--- src/rtl/ascii_case_stream.sv ---
// Streaming multi-lane ASCII case converter with a 2-entry skid FIFO and a
// saturating count of bytes whose value was changed by the conversion.
module ascii_case_stream #(
    parameter int LANES = 4,
    parameter int CNT_W = 16
) (
    input  logic                 clk,
    input  logic                 rst_n,
    input  logic [1:0]           mode,
    input  logic                 in_valid,
    output logic                 in_ready,
    input  logic [8*LANES-1:0]   in_data,
    input  logic [LANES-1:0]     in_keep,
    output logic                 out_valid,
    input  logic                 out_ready,
    output logic [8*LANES-1:0]   out_data,
    output logic [LANES-1:0]     out_keep,
    input  logic                 clr_count,
    output logic [CNT_W-1:0]     conv_count
);

    localparam int DW    = 8 * LANES;
    localparam int INC_W = $clog2(LANES + 1);
    localparam int SUM_W = ((CNT_W > INC_W) ? CNT_W : INC_W) + 1;

    localparam logic [CNT_W-1:0] CNT_MAX = {CNT_W{1'b1}};

    localparam logic [1:0] ST_EMPTY = 2'b00;
    localparam logic [1:0] ST_ONE   = 2'b01;
    localparam logic [1:0] ST_FULL  = 2'b10;

    localparam logic [1:0] MODE_PASS   = 2'b00;
    localparam logic [1:0] MODE_UPPER  = 2'b01;
    localparam logic [1:0] MODE_LOWER  = 2'b10;
    localparam logic [1:0] MODE_TOGGLE = 2'b11;

    // Letters differ from their other case only in bit 5; non-letters never change.
    function automatic logic [7:0] convert_byte(input logic [7:0] b, input logic [1:0] m);
        logic       is_up;
        logic       is_lo;
        logic [7:0] r;
        is_up = (b >= 8'h41) && (b <= 8'h5A);
        is_lo = (b >= 8'h61) && (b <= 8'h7A);
        r     = b;
        case (m)
            MODE_PASS:   r = b;
            MODE_UPPER:  if (is_lo) r = b & 8'hDF; else r = b;
            MODE_LOWER:  if (is_up) r = b | 8'h20; else r = b;
            MODE_TOGGLE: if (is_up || is_lo) r = b ^ 8'h20; else r = b;
            default:     r = b;
        endcase
        return r;
    endfunction

    logic [1:0]       state_r, state_nx_s;
    logic             in_ready_r;
    logic             out_valid_r;
    logic [DW-1:0]    head_data_r, head_data_nx_s;
    logic [LANES-1:0] head_keep_r, head_keep_nx_s;
    logic [DW-1:0]    tail_data_r, tail_data_nx_s;
    logic [LANES-1:0] tail_keep_r, tail_keep_nx_s;
    logic [CNT_W-1:0] count_r, count_nx_s;

    logic             accept_s;
    logic             pop_s;
    logic [DW-1:0]    conv_data_s;
    logic [INC_W-1:0] inc_s;
    logic [SUM_W-1:0] sum_s;

    assign accept_s = in_valid & in_ready_r;
    assign pop_s    = out_valid_r & out_ready;

    // Per-lane conversion of the incoming beat and count of modified kept lanes.
    always_comb begin
        conv_data_s = in_data;
        inc_s       = {INC_W{1'b0}};
        for (int i = 0; i < LANES; i++) begin
            if (in_keep[i]) begin
                conv_data_s[8*i +: 8] = convert_byte(in_data[8*i +: 8], mode);
                if (conv_data_s[8*i +: 8] != in_data[8*i +: 8]) begin
                    inc_s = inc_s + INC_W'(1'b1);
                end else begin
                    inc_s = inc_s;
                end
            end else begin
                conv_data_s[8*i +: 8] = in_data[8*i +: 8];
            end
        end
    end

    // FIFO next-state and entry steering; the head always drives the outputs.
    always_comb begin
        state_nx_s     = state_r;
        head_data_nx_s = head_data_r;
        head_keep_nx_s = head_keep_r;
        tail_data_nx_s = tail_data_r;
        tail_keep_nx_s = tail_keep_r;
        case (state_r)
            ST_EMPTY: begin
                if (accept_s) begin
                    head_data_nx_s = conv_data_s;
                    head_keep_nx_s = in_keep;
                    state_nx_s     = ST_ONE;
                end else begin
                    state_nx_s = ST_EMPTY;
                end
            end
            ST_ONE: begin
                if (accept_s && pop_s) begin
                    head_data_nx_s = conv_data_s;
                    head_keep_nx_s = in_keep;
                    state_nx_s     = ST_ONE;
                end else if (accept_s) begin
                    tail_data_nx_s = conv_data_s;
                    tail_keep_nx_s = in_keep;
                    state_nx_s     = ST_FULL;
                end else if (pop_s) begin
                    state_nx_s = ST_EMPTY;
                end else begin
                    state_nx_s = ST_ONE;
                end
            end
            ST_FULL: begin
                if (pop_s) begin
                    head_data_nx_s = tail_data_r;
                    head_keep_nx_s = tail_keep_r;
                    state_nx_s     = ST_ONE;
                end else begin
                    state_nx_s = ST_FULL;
                end
            end
            default: begin
                state_nx_s = ST_EMPTY;
            end
        endcase
    end

    // Saturating accumulate; a clear discards the same cycle's increment.
    always_comb begin
        sum_s = SUM_W'(count_r) + SUM_W'(inc_s);
        if (clr_count) begin
            count_nx_s = {CNT_W{1'b0}};
        end else if (accept_s) begin
            if (sum_s > SUM_W'(CNT_MAX)) begin
                count_nx_s = CNT_MAX;
            end else begin
                count_nx_s = sum_s[CNT_W-1:0];
            end
        end else begin
            count_nx_s = count_r;
        end
    end

    // FIFO state, registered handshake flags and entry storage.
    always_ff @(posedge clk or negedge rst_n) begin
        if (!rst_n) begin
            state_r     <= ST_EMPTY;
            in_ready_r  <= 1'b1;
            out_valid_r <= 1'b0;
            head_data_r <= {DW{1'b0}};
            head_keep_r <= {LANES{1'b0}};
            tail_data_r <= {DW{1'b0}};
            tail_keep_r <= {LANES{1'b0}};
        end else begin
            state_r     <= state_nx_s;
            in_ready_r  <= (state_nx_s != ST_FULL);
            out_valid_r <= (state_nx_s != ST_EMPTY);
            head_data_r <= head_data_nx_s;
            head_keep_r <= head_keep_nx_s;
            tail_data_r <= tail_data_nx_s;
            tail_keep_r <= tail_keep_nx_s;
        end
    end

    // Converted-byte counter.
    always_ff @(posedge clk or negedge rst_n) begin
        if (!rst_n) begin
            count_r <= {CNT_W{1'b0}};
        end else begin
            count_r <= count_nx_s;
        end
    end

    assign in_ready   = in_ready_r;
    assign out_valid  = out_valid_r;
    assign out_data   = head_data_r;
    assign out_keep   = head_keep_r;
    assign conv_count = count_r;

endmodule

--- config.mk ---
export PLATFORM = sky130hd
export DESIGN_NAME = ascii_case_stream
export DESIGN_NICKNAME = d
export VERILOG_FILES = /design/src/rtl/ascii_case_stream.sv
export SDC_FILE = /design/constraint.sdc
export NUM_CORES = 1
export LEC_CHECK = 0
export ABC_AREA = 1
export CORE_MARGIN = 5
export CORE_UTILIZATION = 47
export DETAILED_ROUTE_END_ITERATION = 10
export PLACE_DENSITY = 0.77
export SYNTH_ARGS = -nofsm -noshare
export SYNTH_HDL_FRONTEND = slang
export SYNTH_SLANG_ARGS = --single-unit
export TNS_END_PERCENT = 20
--- constraint.sdc ---
create_clock -name clk -period 1.8 [get_ports clk]
set_input_delay 0.45 -clock clk [delete_from_list [all_inputs] [get_ports clk]]
set_output_delay 0.45 -clock clk [all_outputs]
set_load 0.01 [all_outputs]
# After elaboration in Yosys (flattened, before gate mapping)
# Cells that the tools add are included.
[word_totals] elab_cells=118 in_bits=43 ff_bits=92 output_inout_bits=54
[classes] n_lt_le_gt_ge=17 muxes=49 n_reduce_logical=20 eq_ne=13 bitwise_logic=7 addsub=4
[op_table] op="case mux 8 bit (4 select lines)" n=4
[op_table] op="2-to-1 mux 32 bit" n=3
[op_table] op="case mux 32 bit (3 select lines)" n=1
[op_table] op="2-to-1 mux 6 bit" n=12
[op_table] op=">= comparator 8 x 7 -> 1 bit (second input constant)" n=8
[op_table] op="<= comparator 8 x 7 -> 1 bit (second input constant)" n=8
[op_table] op="2-to-1 mux 8 bit" n=8
[op_table] op="2-to-1 mux 16 bit" n=3
[op_table] op="!= test 8 bit" n=4
[op_table] op="2-to-1 mux 3 bit" n=7
[op_table] op="adder 16 x 3 -> 17 bit" n=1
[op_table] op="> comparator 17 x 16 -> 1 bit (second input constant)" n=1
[op_table] op="2-to-1 mux 4 bit" n=3
[op_table] op="case mux 4 bit (3 select lines)" n=1
[op_table] op="adder 3 x 1 -> 3 bit (second input constant)" n=3
[op_table] op="logical AND 1 bit" n=9
[op_table] op="!= test 2 bit (second input constant)" n=4
[op_table] op="equality test 2 bit (second input constant)" n=3
[op_table] op="2-to-1 mux 2 bit" n=3
[op_table] op="case mux 2 bit (3 select lines)" n=1
[op_table] op="inverter 1 bit" n=5
[op_table] op="equality test 2 x 1 -> 1 bit (second input constant)" n=2
[op_table] op="zero test 2 bit" n=2
[op_table] op="logical OR 1 bit" n=4
[op_table] op="6 further kinds" n=10

# Longest topological paths before layout
# Gate-level depths: netlist of the first run.
[depth] ltp_word=23 depth_mapped=34 mapped_depth_nobuf=34

# Worst setup path before layout of the first run
# No wires, ideal clock.
[synth_timing] kind="in2reg" startpoint="in in_data[14]" endpoint="reg count_r[13], in the netlist conv_count[13]" arrival_time_ns=3.875 cell_stages=32 setup_ns=0.125 n_path_buf=1 t_required_ns=1.675 path_slack_ns=-2.200 path_cell_list="inv_1 -> nor2_1 -> nand3_1 -> o211ai_1 -> o21ai_0 -> nand2_1 -> nand2_1 -> nand2_1 -> nand3_1 -> nand3_1 -> o21ai_0 -> ha_1 -> nand2_1 -> nand2_1 -> ha_1 -> nand2_1 -> o21ai_2 -> ha_1 -> nand2_1 -> nand2_1 -> fa_1 -> a21oi_2 -> nor2_2 -> nand3_2 -> nor2_2 -> inv_2 -> nor2_4 -> nand4_2 -> inv_2 -> buf_6 -> a31oi_1 -> o21ai_1"
[synth_between] elab_chain_len=20 elab_cells_between_ends=26 cone_classes="3 x add/sub; 5 x order compare; 1 x eq/ne; 14 x mux; 3 x reduce/logical"
[synth_rtl] item="start, declared" line="12" source="input logic [8*LANES-1:0] in_data,"
[synth_rtl] item=">= comparator 8 x 7 -> 1 bit, or another cell as far along" line="42" source="is_up = (b >= 8'h41) && (b <= 8'h5A);"
[synth_rtl] item="logical AND 1 bit (on tied branches)" line="42, 43"
[synth_rtl] item="logical OR 1 bit" line="49" source="MODE_TOGGLE: if (is_up || is_lo) r = b ^ 8'h20; else r = b;"
[synth_rtl] item="2-to-1 mux 6 bit" line="49"
[synth_rtl] item="case mux 8 bit (4 select lines)" line="45" source="case (m)"
[synth_rtl] item="2-to-1 mux 8 bit" line="78" source="if (in_keep[i]) begin"
[synth_rtl] item="!= test 8 bit *" line="80" source="if (conv_data_s[8*i +: 8] != in_data[8*i +: 8]) begin"
[synth_rtl] item="2-to-1 mux 3 bit *" line="80"
[synth_rtl] item="[... 4 more ...]"
[synth_rtl] item="adder 3 x 1 -> 3 bit" line="81" source="inc_s = inc_s + INC_W'(1'b1);"
[synth_rtl] item="2-to-1 mux 3 bit" line="80"
[synth_rtl] item="2-to-1 mux 3 bit *" line="78"
[synth_rtl] item="adder 16 x 3 -> 17 bit *" line="140" source="sum_s = SUM_W'(count_r) + SUM_W'(inc_s);"
[synth_rtl] item="> comparator 17 x 16 -> 1 bit" line="144" source="if (sum_s > SUM_W'(CNT_MAX)) begin"
[synth_rtl] item="2-to-1 mux 16 bit *" line="144"
[synth_rtl] item="2-to-1 mux 16 bit *" line="143" source="end else if (accept_s) begin"
[synth_rtl] item="2-to-1 mux 16 bit *" line="141" source="if (clr_count) begin"
[synth_rtl] item="end signal, assigned" line="178" source="count_r <= {CNT_W{1'b0}};"
[synth_rtl] item="end signal, assigned" line="180" source="count_r <= count_nx_s;"
[synth_rtl] item="end, declared" line="62" source="logic [CNT_W-1:0] count_r, count_nx_s;"
# Every way passes the cells marked *; elsewhere a longest branch is shown, timed or not. The select of a mux whose other input is x is not followed.
# A chain may end at the register's enable or synchronous reset.

# Worst setup path in the final report of the first run
[layout_timing] startpoint="in in_data[2]" endpoint="reg count_r[10], in the netlist conv_count[10]"
[layout_between] elab_chain_len=23 elab_cells_between_ends=29 cone_classes="4 x add/sub; 5 x order compare; 1 x eq/ne; 16 x mux; 3 x reduce/logical"
[layout_rtl] item=">= comparator 8 x 7 -> 1 bit, or another cell as far along" line="42"
[layout_rtl] item="logical AND 1 bit (on tied branches)" line="42, 43"
[layout_rtl] item="logical OR 1 bit" line="49"
[layout_rtl] item="2-to-1 mux 6 bit" line="49"
[layout_rtl] item="case mux 8 bit (4 select lines)" line="45"
[layout_rtl] item="2-to-1 mux 8 bit" line="78"
[layout_rtl] item="!= test 8 bit *" line="80"
[layout_rtl] item="2-to-1 mux 1 bit *" line="80"
[layout_rtl] item="[... 7 more ...]"
[layout_rtl] item="adder 3 x 1 -> 3 bit" line="81"
[layout_rtl] item="2-to-1 mux 3 bit" line="80"
[layout_rtl] item="2-to-1 mux 3 bit *" line="78"
[layout_rtl] item="adder 16 x 3 -> 17 bit *" line="140"
[layout_rtl] item="> comparator 17 x 16 -> 1 bit" line="144"
[layout_rtl] item="2-to-1 mux 16 bit *" line="144"
[layout_rtl] item="2-to-1 mux 16 bit *" line="143"
[layout_rtl] item="2-to-1 mux 16 bit *" line="141"
# Marked as above.

==> flow_metrics.tcl, run 1 <==
set metrics [dict create \
    synth_cell_types 39 \
    cp-end-kind "register" \
    min_period_over_period_pct 227 \
    worstMarginPinSlew_ns 0.434 \
    drt-total-wl_um 14600 \
    yosys-top-cells-count "nand2_1, o21ai_0, dfrtp_1" \
    rows 37 \
    yosysMostFrequentCell "nand2_1" \
    syn_area_um2 4900 \
    synthToLayoutAreaGrowth_pct 47.8 \
    numCtsBuffers 9 \
    routedWlPerCell_um 15.1 \
    synth_edf_count 0 \
    maxSlewHeadroom_pct 71.1 \
    synth_warnings 0 \
    grt_pass1_wl_um 23700 \
    failed_checks "negative setup slack" \
    fmax_mhz 245 \
    drc 0 \
    hp-class "in2async" \
    cts_hold_buffers 0 \
    drt_iter0_drc 348 \
    die_h_um 112 \
    synth_seq_area_share_pct 47.0 \
    antenna_found_initial 0 \
    cp.required_ns 2.05 \
    path_class "in2reg" \
    avgViaCountPerCell 5.32 \
    synth_ff_type "dfrtp_1" \
    first_global_vias 5120 \
    clockRootBuffer "clkbuf_8" \
    start_kind "input pin" \
    whs_ns 0.0242 \
    reg2reg_depth 14 \
    status "complete, but fails checks" \
    grt_overflow 0 \
    slew_viol_final 0 \
    core_area_um2 10200 \
    grt.total_usage_pct 22.6 \
    grt_max_degree 70 \
    yosys-top-cells-area "dfrtp_1, nand2_1, o21ai_0" \
    io_buffers 96 \
    initial_core_util_pct 47.9 \
    hold_violations 0 \
    firstDrtPassIters 5 \
    synth_top_area_share_pct 46.5 \
    postRouteAntennaNets 0 \
    num_antenna_cells 0 \
    vdd_ir_drop_max_mv 0.768 \
    cts_tree "yes" \
    ys_seq_elements 92 \
    synthArstFlopShare_pct 100 \
    ioPinCount 97 \
    fin_tns_setup_ns -35.48 \
    cp.arrival_ns 4.33 \
    synth_nets 691 \
    synth_largest_area_cell "dfrtp_1" \
    finalSetupViolations 17 \
    synthCells 639 \
    dp_hpwl_um 10100 \
    vias 5144 \
    finalNetCount 879 \
    fin_ws_ns -2.28 \
    crit_path_frequent_cell "nand2_1" \
    die_w_um 112 \
    avgSynthCellArea_um2 7.67 \
    cts.path.max_buffers 2 \
    cap_violations 0 \
    crit_slowest_cell "ha_4" \
    crit_fanout 4 \
    clock-skew-final_ns 0.00925 \
    clk_latency_ns 0.36 \
    powerDensity_nw_per_um2 1210 \
    min_period_ns 4.08 \
    routabilityCongestion 0.923 \
    slowest_delay_ns 0.31 \
    cts_sinks 92 \
    leakage_nw 3.66 \
    rsz0062_at_grt "yes" \
    dieArea_um2 12600 \
    clk_pin_slew_ns 0.09 \
    htreeDepth 3 \
    drive_gt1_share_pct 27.9 \
    ff2ff_setup_slack_ns -0.41 \
]
[placed cells by master, fill, tap and decap left out, types with 4 or more instances in the layout]
cell / synthesis / layout
nand2_1: 185 / 169
buf_4: 0 / 98
o21ai_0: 123 / 94
dfrtp_1: 91 / 88
clkdlybuf4s50_1: 0 / 60
inv_1: 66 / 52
nand3_1: 40 / 30
o21ai_1: 5 / 29
inv_2: 6 / 18
nand2_2: 2 / 17
nand3_2: 5 / 14
nor2_1: 16 / 12
dlygate4sd2_1: 0 / 12
a21oi_1: 18 / 11
clkbuf_8: 0 / 11
nand4_1: 9 / 9
buf_2: 5 / 9
a21oi_2: 2 / 8
nor2_4: 2 / 7
dlymetal6s2s_1: 0 / 7
buf_12: 0 / 7
ha_1: 8 / 6
o21ai_2: 1 / 5
nor2_2: 5 / 4
[critical path: cells and delay by family]
kind	cells	cell delay [ns]
compound gates	5	0.46
xor+xnor	1	0.16
fa+ha+maj	4	1.00
buf+inv	6	0.59
simple gates	18	1.65
[sequential cells by signal, summed over array words and instances, names as in the netlist]
signal,cells
out_data,32
out_keep,4
tail_data_r,32
state_r,2
in_ready,1
conv_count,16
out_valid,1
tail_keep_r,4
[through the flow]
| step | total power, mW | cells | utilization [%] | cell area [um^2] | setup WS, ns |
|---|---|---|---|---|---|
| CTS | 8.69 | 963 | 69.3 | 7090 | -2.20 |
| global placement | 7.16 | 930 | 65.9 | 6740 | -2.89 |
| floorplan | 5.33 | 639 | - | 5000 | -2.11 |
| detailed placement | 7.36 | 930 | 65.9 | 6740 | -3.13 |
| global route | 9.43 | 967 | 70.8 | 7240 | -2.53 |
| finish | 8.77 | 967 | 70.8 | 7240 | -2.28 |
[what timing repair did]
item                                    CTS  global route
pin swaps                                44            20
buffers inserted                         18             4
endpoints found under the setup margin   32            60
resized for setup                       109            62
[layer usage]
metal	up-vias	track usage, %	part of all wire (%)
met5	-	0	0
met4	0	10.0	2.4
met3	32	4.10	5.5
met2	188	39.0	50
met1	2436	27.8	42
li1	2488	-	-
[logic make-up after synthesis]
logic type | share of synthesized area (%)
AO/OA/AOI/OAI | 17.8
XOR/XNOR | 0.715
adder cells (fa/ha/maj) | 2.45
buffers and inverters | 7.71
flip-flops | 47.0
AND/OR/NAND/NOR | 24.3
[cell type report]
| class | instances | area, um^2 |
|---|---|---|
| Fill cell | 783 | 2990 |
| Tap cell | 136 | 170 |
| Multi-Input combinational cell | 450 | 2500 |
| Inverter | 73 | 292 |
| Timing Repair Buffer | 201 | 1800 |
| Sequential cell | 92 | 2310 |
| Clock inverter | 1 | 7.51 |
| Clock buffer | 14 | 163 |
[final timing paths]
kind                                           start                     endpoint
min in group clk                         in_data[15]  tail_data_r[15]$_DFFE_PN0P_
max in group asynchronous                      rst_n           in_ready$_DFF_PN1_
min                                            rst_n  tail_data_r[15]$_DFFE_PN0P_
max                                       in_data[2]   conv_count[10]$_DFFE_PN0P_
min reg2reg                 out_data[24]$_DFFE_PN0P_     out_data[24]$_DFFE_PN0P_
max reg2reg                conv_count[0]$_DFFE_PN0P_   conv_count[11]$_DFFE_PN0P_
[where the power goes]
| group | leakage [nW] | internal, mW | switching [mW] | total, mW |
|---|---|---|---|---|
| clock | 0.0828 | 0.573 | 0.697 | 1.27 |
| sequential | 1.16 | 2.92 | 0.473 | 3.40 |
| combinational | 2.42 | 1.92 | 2.18 | 4.10 |
| total | 3.66 | 5.42 | 3.35 | 8.77 |
Power figures use the tool's default switching activity.
==> inputs of run 2 (changes only) <==
- CAP_MARGIN: unset -> 20
==> results of run 2 <==
Final layout, timing and power as in run 1 (identical DEF).
